## src/rtl/nand_lab_pkg.sv

```systemverilog
// Shared definitions for the gate-equivalence sequencer.
//   state_t        : sequencer FSM states
//   minterm_count  : number of minterms swept for a given input count
//   cmp_result_t   : one COMPARE-cycle outcome {mism, idx}
package nand_lab_pkg;

  localparam int MAX_N_IN   = 8;
  localparam int MAX_SETTLE = 15;
  localparam int CNT_W      = 4;   // wide enough for MAX_SETTLE-1

  typedef enum logic [1:0] {
    S_IDLE    = 2'd0,
    S_SETTLE  = 2'd1,
    S_COMPARE = 2'd2,
    S_DONE    = 2'd3
  } state_t;

  typedef struct packed {
    logic                mism;  // f_ref and f_dut disagreed this cycle
    logic [MAX_N_IN-1:0] idx;   // minterm under comparison
  } cmp_result_t;

  function automatic int minterm_count(input int n_in);
    return 1 << n_in;
  endfunction

endpackage

```

## src/rtl/nand_equiv_sequencer_if.sv

```systemverilog
// Handshake/result bundle between the sequencer and the lab bench.
//   start                    : request a sweep
//   vec                      : minterm index fed to both function units
//   f_ref, f_dut             : function unit outputs
//   busy, done, pass         : sweep status
//   mism_count, first_mism,
//   first_valid              : sweep results
// master = bench side, slave = sequencer side.
interface nand_equiv_sequencer_if #(
  parameter int N_IN = 2
);
  logic            start;
  logic [N_IN-1:0] vec;
  logic            f_ref;
  logic            f_dut;
  logic            busy;
  logic            done;
  logic            pass;
  logic [N_IN:0]   mism_count;
  logic [N_IN-1:0] first_mism;
  logic            first_valid;

  modport master (
    output start, f_ref, f_dut,
    input  vec, busy, done, pass, mism_count, first_mism, first_valid
  );

  modport slave (
    input  start, f_ref, f_dut,
    output vec, busy, done, pass, mism_count, first_mism, first_valid
  );
endinterface

```

## src/rtl/nand_equiv_sequencer_minterm_counter.sv

```systemverilog
// Loadable minterm index counter.
//   clk, rst_n : clock, synchronous active-low reset
//   clr        : reset the index to 0 (start of sweep)
//   inc        : advance to the next minterm
//   idx        : current minterm index
//   last       : idx is the final minterm (all ones)
// The increment is ignored at the last minterm so the index never wraps
// inside a sweep; only clr brings it back to 0.
module minterm_counter #(
  parameter int N_IN = 2
) (
  input  logic            clk,
  input  logic            rst_n,
  input  logic            clr,
  input  logic            inc,
  output logic [N_IN-1:0] idx,
  output logic            last
);

  assign last = &idx;

  always_ff @(posedge clk) begin
    if (!rst_n)
      idx <= '0;
    else if (clr)
      idx <= '0;
    else if (inc && !last)
      idx <= idx + 1'b1;
  end

endmodule

```

## src/rtl/nand_equiv_sequencer.sv

```systemverilog
// Sweeps every minterm through a reference and a gate-only function unit
// and compares their outputs one minterm at a time.
//   clk, rst_n : clock, synchronous active-low reset
//   bus        : start/vec/f_ref/f_dut handshake and result outputs
// Each minterm is held SETTLE cycles (SETTLE state) and then sampled for
// one cycle (COMPARE). done pulses for one cycle after the last minterm.
module nand_equiv_sequencer
  import nand_lab_pkg::*;
#(
  parameter int N_IN   = 2,
  parameter int SETTLE = 1
) (
  input  logic                   clk,
  input  logic                   rst_n,
  nand_equiv_sequencer_if.slave  bus
);

  localparam int MW = N_IN + 1;
  localparam logic [CNT_W-1:0] CNT_LOAD = CNT_W'(SETTLE - 1);

  state_t            state, nxt;
  logic [CNT_W-1:0]  cnt;
  logic [N_IN-1:0]   vec;
  logic              last;
  logic [MW-1:0]     mism_count;
  logic [MW-1:0]     mism_nxt;
  logic [N_IN-1:0]   first_mism;
  logic              first_valid;
  logic              pass;
  cmp_result_t       cmp;
  logic              unused_idx;

  // FSM control strobes
  logic clr_res, vec_clr, vec_inc, cnt_ld, cnt_dec, do_cmp;

  minterm_counter #(.N_IN(N_IN)) u_cnt (
    .clk   (clk),
    .rst_n (rst_n),
    .clr   (vec_clr),
    .inc   (vec_inc),
    .idx   (vec),
    .last  (last)
  );

  // Unit outputs only matter while comparing, so X elsewhere is masked.
  assign cmp.mism = do_cmp && (bus.f_ref != bus.f_dut);
  assign cmp.idx  = MAX_N_IN'(vec);
  assign unused_idx = ^cmp.idx;

  assign mism_nxt = mism_count + MW'(cmp.mism);

  always_comb begin
    nxt     = state;
    clr_res = 1'b0;
    vec_clr = 1'b0;
    vec_inc = 1'b0;
    cnt_ld  = 1'b0;
    cnt_dec = 1'b0;
    do_cmp  = 1'b0;
    case (state)
      S_IDLE: begin
        if (bus.start) begin
          clr_res = 1'b1;
          vec_clr = 1'b1;
          cnt_ld  = 1'b1;
          nxt     = S_SETTLE;
        end
      end
      S_SETTLE: begin
        if (cnt == '0) nxt = S_COMPARE;
        else           cnt_dec = 1'b1;
      end
      S_COMPARE: begin
        do_cmp = 1'b1;
        if (last) begin
          nxt = S_DONE;
        end else begin
          vec_inc = 1'b1;
          cnt_ld  = 1'b1;
          nxt     = S_SETTLE;
        end
      end
      S_DONE:  nxt = S_IDLE;
      default: nxt = S_IDLE;
    endcase
  end

  always_ff @(posedge clk) begin
    if (!rst_n) begin
      state       <= S_IDLE;
      cnt         <= '0;
      mism_count  <= '0;
      first_mism  <= '0;
      first_valid <= 1'b0;
      pass        <= 1'b0;
    end else begin
      state <= nxt;

      if (cnt_ld)       cnt <= CNT_LOAD;
      else if (cnt_dec) cnt <= cnt - 1'b1;

      if (clr_res) begin
        mism_count  <= '0;
        first_mism  <= '0;
        first_valid <= 1'b0;
        pass        <= 1'b0;
      end else if (cmp.mism) begin
        mism_count <= mism_nxt;
        // Minterms are visited in ascending order, so the first capture
        // is the lowest failing index.
        if (!first_valid) begin
          first_mism  <= cmp.idx[N_IN-1:0];
          first_valid <= 1'b1;
        end
      end

      // Registered on the way into DONE so the last compare is included.
      if (do_cmp && last) pass <= (mism_nxt == '0);
    end
  end

  assign bus.vec         = vec;
  assign bus.busy        = (state != S_IDLE);
  assign bus.done        = (state == S_DONE);
  assign bus.pass        = pass;
  assign bus.mism_count  = mism_count;
  assign bus.first_mism  = first_mism;
  assign bus.first_valid = first_valid;

endmodule

```

## src/flat_wrapper.sv

```systemverilog
// flat-port wrapper written by rule: the top's interface ports become plain ports
module nand_equiv_sequencer_flat import nand_lab_pkg::*;
#(
  parameter int N_IN   = 2,
  parameter int SETTLE = 1
)
  (clk, rst_n, bus_start, bus_f_ref, bus_f_dut, bus_vec, bus_busy, bus_done, bus_pass, bus_mism_count, bus_first_mism, bus_first_valid);
  nand_equiv_sequencer_if #(.N_IN(N_IN)) bus_i ();
  input  logic clk;
  input  logic rst_n;
  input wire logic [$bits(bus_i.start)-1:0] bus_start;
  input wire logic [$bits(bus_i.f_ref)-1:0] bus_f_ref;
  input wire logic [$bits(bus_i.f_dut)-1:0] bus_f_dut;
  output wire logic [$bits(bus_i.vec)-1:0] bus_vec;
  output wire logic [$bits(bus_i.busy)-1:0] bus_busy;
  output wire logic [$bits(bus_i.done)-1:0] bus_done;
  output wire logic [$bits(bus_i.pass)-1:0] bus_pass;
  output wire logic [$bits(bus_i.mism_count)-1:0] bus_mism_count;
  output wire logic [$bits(bus_i.first_mism)-1:0] bus_first_mism;
  output wire logic [$bits(bus_i.first_valid)-1:0] bus_first_valid;
  assign bus_i.start = bus_start;
  assign bus_i.f_ref = bus_f_ref;
  assign bus_i.f_dut = bus_f_dut;
  assign bus_vec = bus_i.vec;
  assign bus_busy = bus_i.busy;
  assign bus_done = bus_i.done;
  assign bus_pass = bus_i.pass;
  assign bus_mism_count = bus_i.mism_count;
  assign bus_first_mism = bus_i.first_mism;
  assign bus_first_valid = bus_i.first_valid;
  nand_equiv_sequencer #(.N_IN(N_IN), .SETTLE(SETTLE)) u_core (.clk(clk), .rst_n(rst_n), .bus(bus_i));
endmodule
```

## config.mk

```make
export PLATFORM = sky130hd
export DESIGN_NAME = nand_equiv_sequencer_flat
export DESIGN_NICKNAME = d
export VERILOG_FILES = /design/src/rtl/nand_lab_pkg.sv /design/src/rtl/nand_equiv_sequencer_if.sv /design/src/rtl/nand_equiv_sequencer_minterm_counter.sv /design/src/rtl/nand_equiv_sequencer.sv /design/src/flat_wrapper.sv
export SDC_FILE = /design/constraint.sdc
export NUM_CORES = 1
export LEC_CHECK = 0
export CAP_MARGIN = 20
export CORE_MARGIN = 5
export CORE_UTILIZATION = 50
export DETAILED_ROUTE_END_ITERATION = 8
export PLACE_DENSITY = 0.8
export SLEW_MARGIN = 25
export SYNTH_ARGS = -nofsm -noshare
export SYNTH_HDL_FRONTEND = slang
export SYNTH_HIERARCHICAL = 1
export SYNTH_SLANG_ARGS = --single-unit
```

## constraint.sdc

```tcl
create_clock -name clk -period 3.9 [get_ports clk]
set_input_delay 0.78 -clock clk [delete_from_list [all_inputs] [get_ports clk]]
set_output_delay 0.78 -clock clk [all_outputs]
set_load 0.05 [all_outputs]
```

==> results.txt <==
The flow ran to the end, and the final reports show no timing, DRC or antenna violations. Summed over all nets, the switching power comes to 80.7 µW. The top-area cell type share of the netlist area is 36.9%. The worst max-slew margin expressed relative to the limit came out at 63.3%. The post-synthesis sequential area ratio is 36.9%.

The growth of design area from synthesis to finish came out at 22.3%. The clock tree skew after final layout came out at 0.0103 ns. The highest achievable clock rate is 0.366 GHz.

The leading cell type by number of instances after synthesis is dfxtp_1. The max-slew violation count is 0. The total routing resource utilization after global routing came out at 14.7%.

The worst-case vdd ir drop is 0.000181 V. Setup violations remaining at the end of the flow were counted as 0. Setup repair after global routing left no endpoint under its margin.

The number of buffers inserted for hold repair after clock tree synthesis is 0. The instance count on the critical path came out at 7. The number of buffer and inverter instances along the worst setup path is 1. STA puts the critical path data required time at 4.13 ns. The multi-input logic area is 472 µm².

The total clock buffers created by CTS came out at 3. The die footprint is 0.00254 mm². Counting distinct cell types in the post-synthesis netlist gives 32.

The critical path ends at u_core/bus.pass$_SDFFE_PN0P_. The internal power of the cells is 209 µW. The most numerous cell type found on the critical path is ha_1. Broken down by cell family, the worst path's largest delay share belongs to simple AND/OR/NAND/NOR gates. The total core area came out at 0.00152 mm². The kind of launch point of the worst setup path is an input port. The count of nets left with antenna violations once routing finished came out at 0. STA classifies the critical path endpoint as a flop. The total wirelength of the detailed-routed design came out at 1670 µm. The critical path starts at bus_f_dut. dfxtp_1 takes more of the synthesized area than any other cell. The switching part of the total power is 27.9%. The synthesized cell area came out at 815 µm². After the last flow step, the layout net total stands at 117. The logic gate share of total power came out at 13.7%. The cell total after placement came out at 119. The worst path uses 70.0% of the clock period. The total congestion overflow after global routing is 0. The endpoint identified for the worst register-to-register timing path is u_core/bus.pass$_SDFFE_PN0P_. The per-instance average area after synthesis came out at 9.05 µm². The routability congestion estimate came out at 0.737. The proportion of layout cells with a drive suffix above 1 is 15.0%. The horizontal die dimension came out at 50.4 µm. The initial antenna violation count came out at 0. For this block, the via count after detailed routing is 699. The relative contribution of sequential cells to total power came out at 54.8%.

The tree built by TritonCTS fans out to 15 sinks. The count of flip-flops with a built-in enable after synthesis is 0. The leakage power of the design is 0.000370 µW. The reg-to-reg startpoint is u_core/state[0]$_SDFFE_PN0P_. Hold timing on the final database bottoms out at a slack of 0.476 ns.

Ranked by total cell area, the synthesized netlist is headed by dfxtp_1 (37%), ha_1 (6.1%), a21oi_1 (5.5%). The count of synthesis-stage warnings from yosys came out at 6. Counting flops with an async set or reset pin after synthesis yields a share of 0%. The number of nets in the synthesized netlist is 99. For this design, the slowest cell found on the critical path is or4_1.

The pin slew with the least headroom to its limit is 0.547 ns. The clock latency reported for the late side of the worst-skew pair is 0.29 ns. The y dimension of the die is 50.4 µm. The number of cells on the worst reg-to-reg path is 6. The first-iteration detailed-routing DRC count is 6. The floorplan has 14 rows. The DRC violations left is 0. The commonest register cell after synthesis is dfxtp_1. Clock-pin slew was measured on the worst setup and hold paths at 0.10 ns. The cell count after synthesis came out at 90.

The non-filler instance count after layout is 123. The number of I/O pins is 16. The master cell of the clock root buffer is clkbuf_4. The delay of the slowest critical-path stage came out at 0.52 ns. The worst min-delay path class is flop to flop.

The worst endpoint data arrival time came out at 2.96 ns. In this run, the clock network consumes 31.5% of the power. The number of max-cap violations is 0. The worst-case clock buffer depth is 2.

The layout filler cell count is 133. The pin count of the biggest net entering global routing came out at 12. The post-route setup TNS is 0 ns. The detailed-route vias per instance came out at 5.68. The number of setup buffers added after CTS is 0. Counting instances, the worst hold path has a depth of 2. The biggest fanout along the worst timing path came out at 7. The count of state elements after synthesis came out at 15.

The effective utilization at floorplan came out at 53.4%. The number of iterations in the first detailed-routing pass is 4. 0 antenna diodes ended up in the layout. In the final routed layout, each cell accounts on average for 13.6 µm.

The minimum clock period came out at 2.73 ns. The via count of the first global-routing pass is 690. The register area came out at 300 µm². In this run the number of H-tree levels came out at 1. During placement, the flow inserted port buffers numbering 15. The final total power is 290 µW. For this design the ratio of total power to cell area is 291 mW/mm². The wire length of the first global-routing pass is 2900 µm.

The total half-perimeter wirelength after legalization and detailed placement came out at 1220 µm. The commonest cells after synthesis are dfxtp_1 (15), a21oi_1 (9), inv_1 (7). The final-report hold violation count is 0. Walking the worst path, the cells encountered are clkdlybuf4s50_1 -> xnor2_1 -> nor2_1 -> ha_1 -> ha_1 -> or4_1 -> a21oi_1. The count of cells resized by post-cts repair is 0. The setup slack of the worst register-to-register path came out at 1.73 ns. The TritonCTS clock tree is yes. The worst setup path is of the input port to flop kind. For this run, the share of the core covered by cells in the final layout is 65.4%.
## through the flow
step / setup slack (ns) / instance area, µm²
finish: 1.17 / 996
global route: 1.12 / 996
CTS: 1.23 / 996
detailed placement: 0.942 / 968
global placement: 1.01 / 968
floorplan: 1.58 / 815
## layout by cell type, fill, tap and decap left out, types with 2 or more instances in the layout
cell type,n
a21oi_1,9
o21ai_0,5
o31ai_1,3
xnor2_1,2
ha_1,4
clkbuf_4,3
nand2b_1,4
xor2_1,2
clkdlybuf4s50_1,15
a211oi_1,2
inv_1,7
nand2_1,2
a211oi_2,2
or4_1,3
dfxtp_1,15
nand3_1,4
nand4_1,2
and2b_2,2
nor2_1,6
or3b_2,2
## sequential cells by signal, summed over array words and instances, names as in the netlist
name and flops:
u_core/bus.first_mism 2, u_core/bus.first_valid 1, u_core/bus.mism_count 3, u_core/bus.pass 1, u_core/cnt 4, u_core/state 2
u_core/u_cnt/idx 2
## power groups by stage
stage | sequential, µW | combinational (µW) | clock (µW)
final | 159 | 39.6 | 91.3
after global routing | 159 | 42.8 | 106
after detailed placement | 162 | 39.1 | 0
after floorplan | 163 | 26.5 | 0
after global placement | 162 | 38.3 | 0
after CTS | 159 | 39.3 | 96.6
## cells by family (layout without fill, tap and decap cells)
family | Yosys count | after routing | synth area share [%]
flops | 15 | 15 | 36.9
buf+inv | 9 | 26 | 5.22
simple gates | 33 | 33 | 26.9
xor+xnor | 4 | 4 | 4.30
compound gates | 24 | 24 | 19.4
fa+ha+maj | 4 | 4 | 6.14
mux | 1 | 1 | 1.23
## cell type report
type                            instances  area share [%]
Clock buffer                            3            2.26
Clock inverter                          1           0.503
Inverter                                7            2.64
Multi-Input combinational cell         66            47.4
Sequential cell                        15            30.2
Tap cell                               16            2.01
Timing Repair Buffer                   15            15.1
## worst reg2reg max path, cell delays in order, from the launching register on
cell      delay [ns]
dfxtp_1         0.53
nand2b_1        0.34
nor2_1          0.09
ha_1            0.20
ha_1            0.29
or4_1           0.52
a21oi_1         0.14
## worst min-delay path by stage
stage	from	slack (ns)	end
3_3_place_gp	u_core/bus.pass$_SDFFE_PN0P_	0.47	u_core/bus.pass$_SDFFE_PN0P_
2_1_floorplan	u_core/cnt[0]$_SDFFE_PP0P_	0.47	u_core/cnt[0]$_SDFFE_PP0P_
5_1_grt	u_core/bus.pass$_SDFFE_PN0P_	0.52	u_core/bus.pass$_SDFFE_PN0P_
6_report	u_core/bus.first_mism[1]$_SDFFE_PP0P_	0.48	u_core/bus.first_mism[1]$_SDFFE_PP0P_
4_1_cts	u_core/bus.first_mism[1]$_SDFFE_PP0P_	0.48	u_core/bus.first_mism[1]$_SDFFE_PP0P_
3_5_place_dp	u_core/bus.first_mism[1]$_SDFFE_PP0P_	0.47	u_core/bus.first_mism[1]$_SDFFE_PP0P_
## routing by layer
metal,track usage [%],part of all wire (%)
met5,0,0
met4,7.66,1.9
met3,5.62,2.5
met1,17.3,48
met2,23.0,48
No activity file was read; power rests on OpenSTA's default activity.
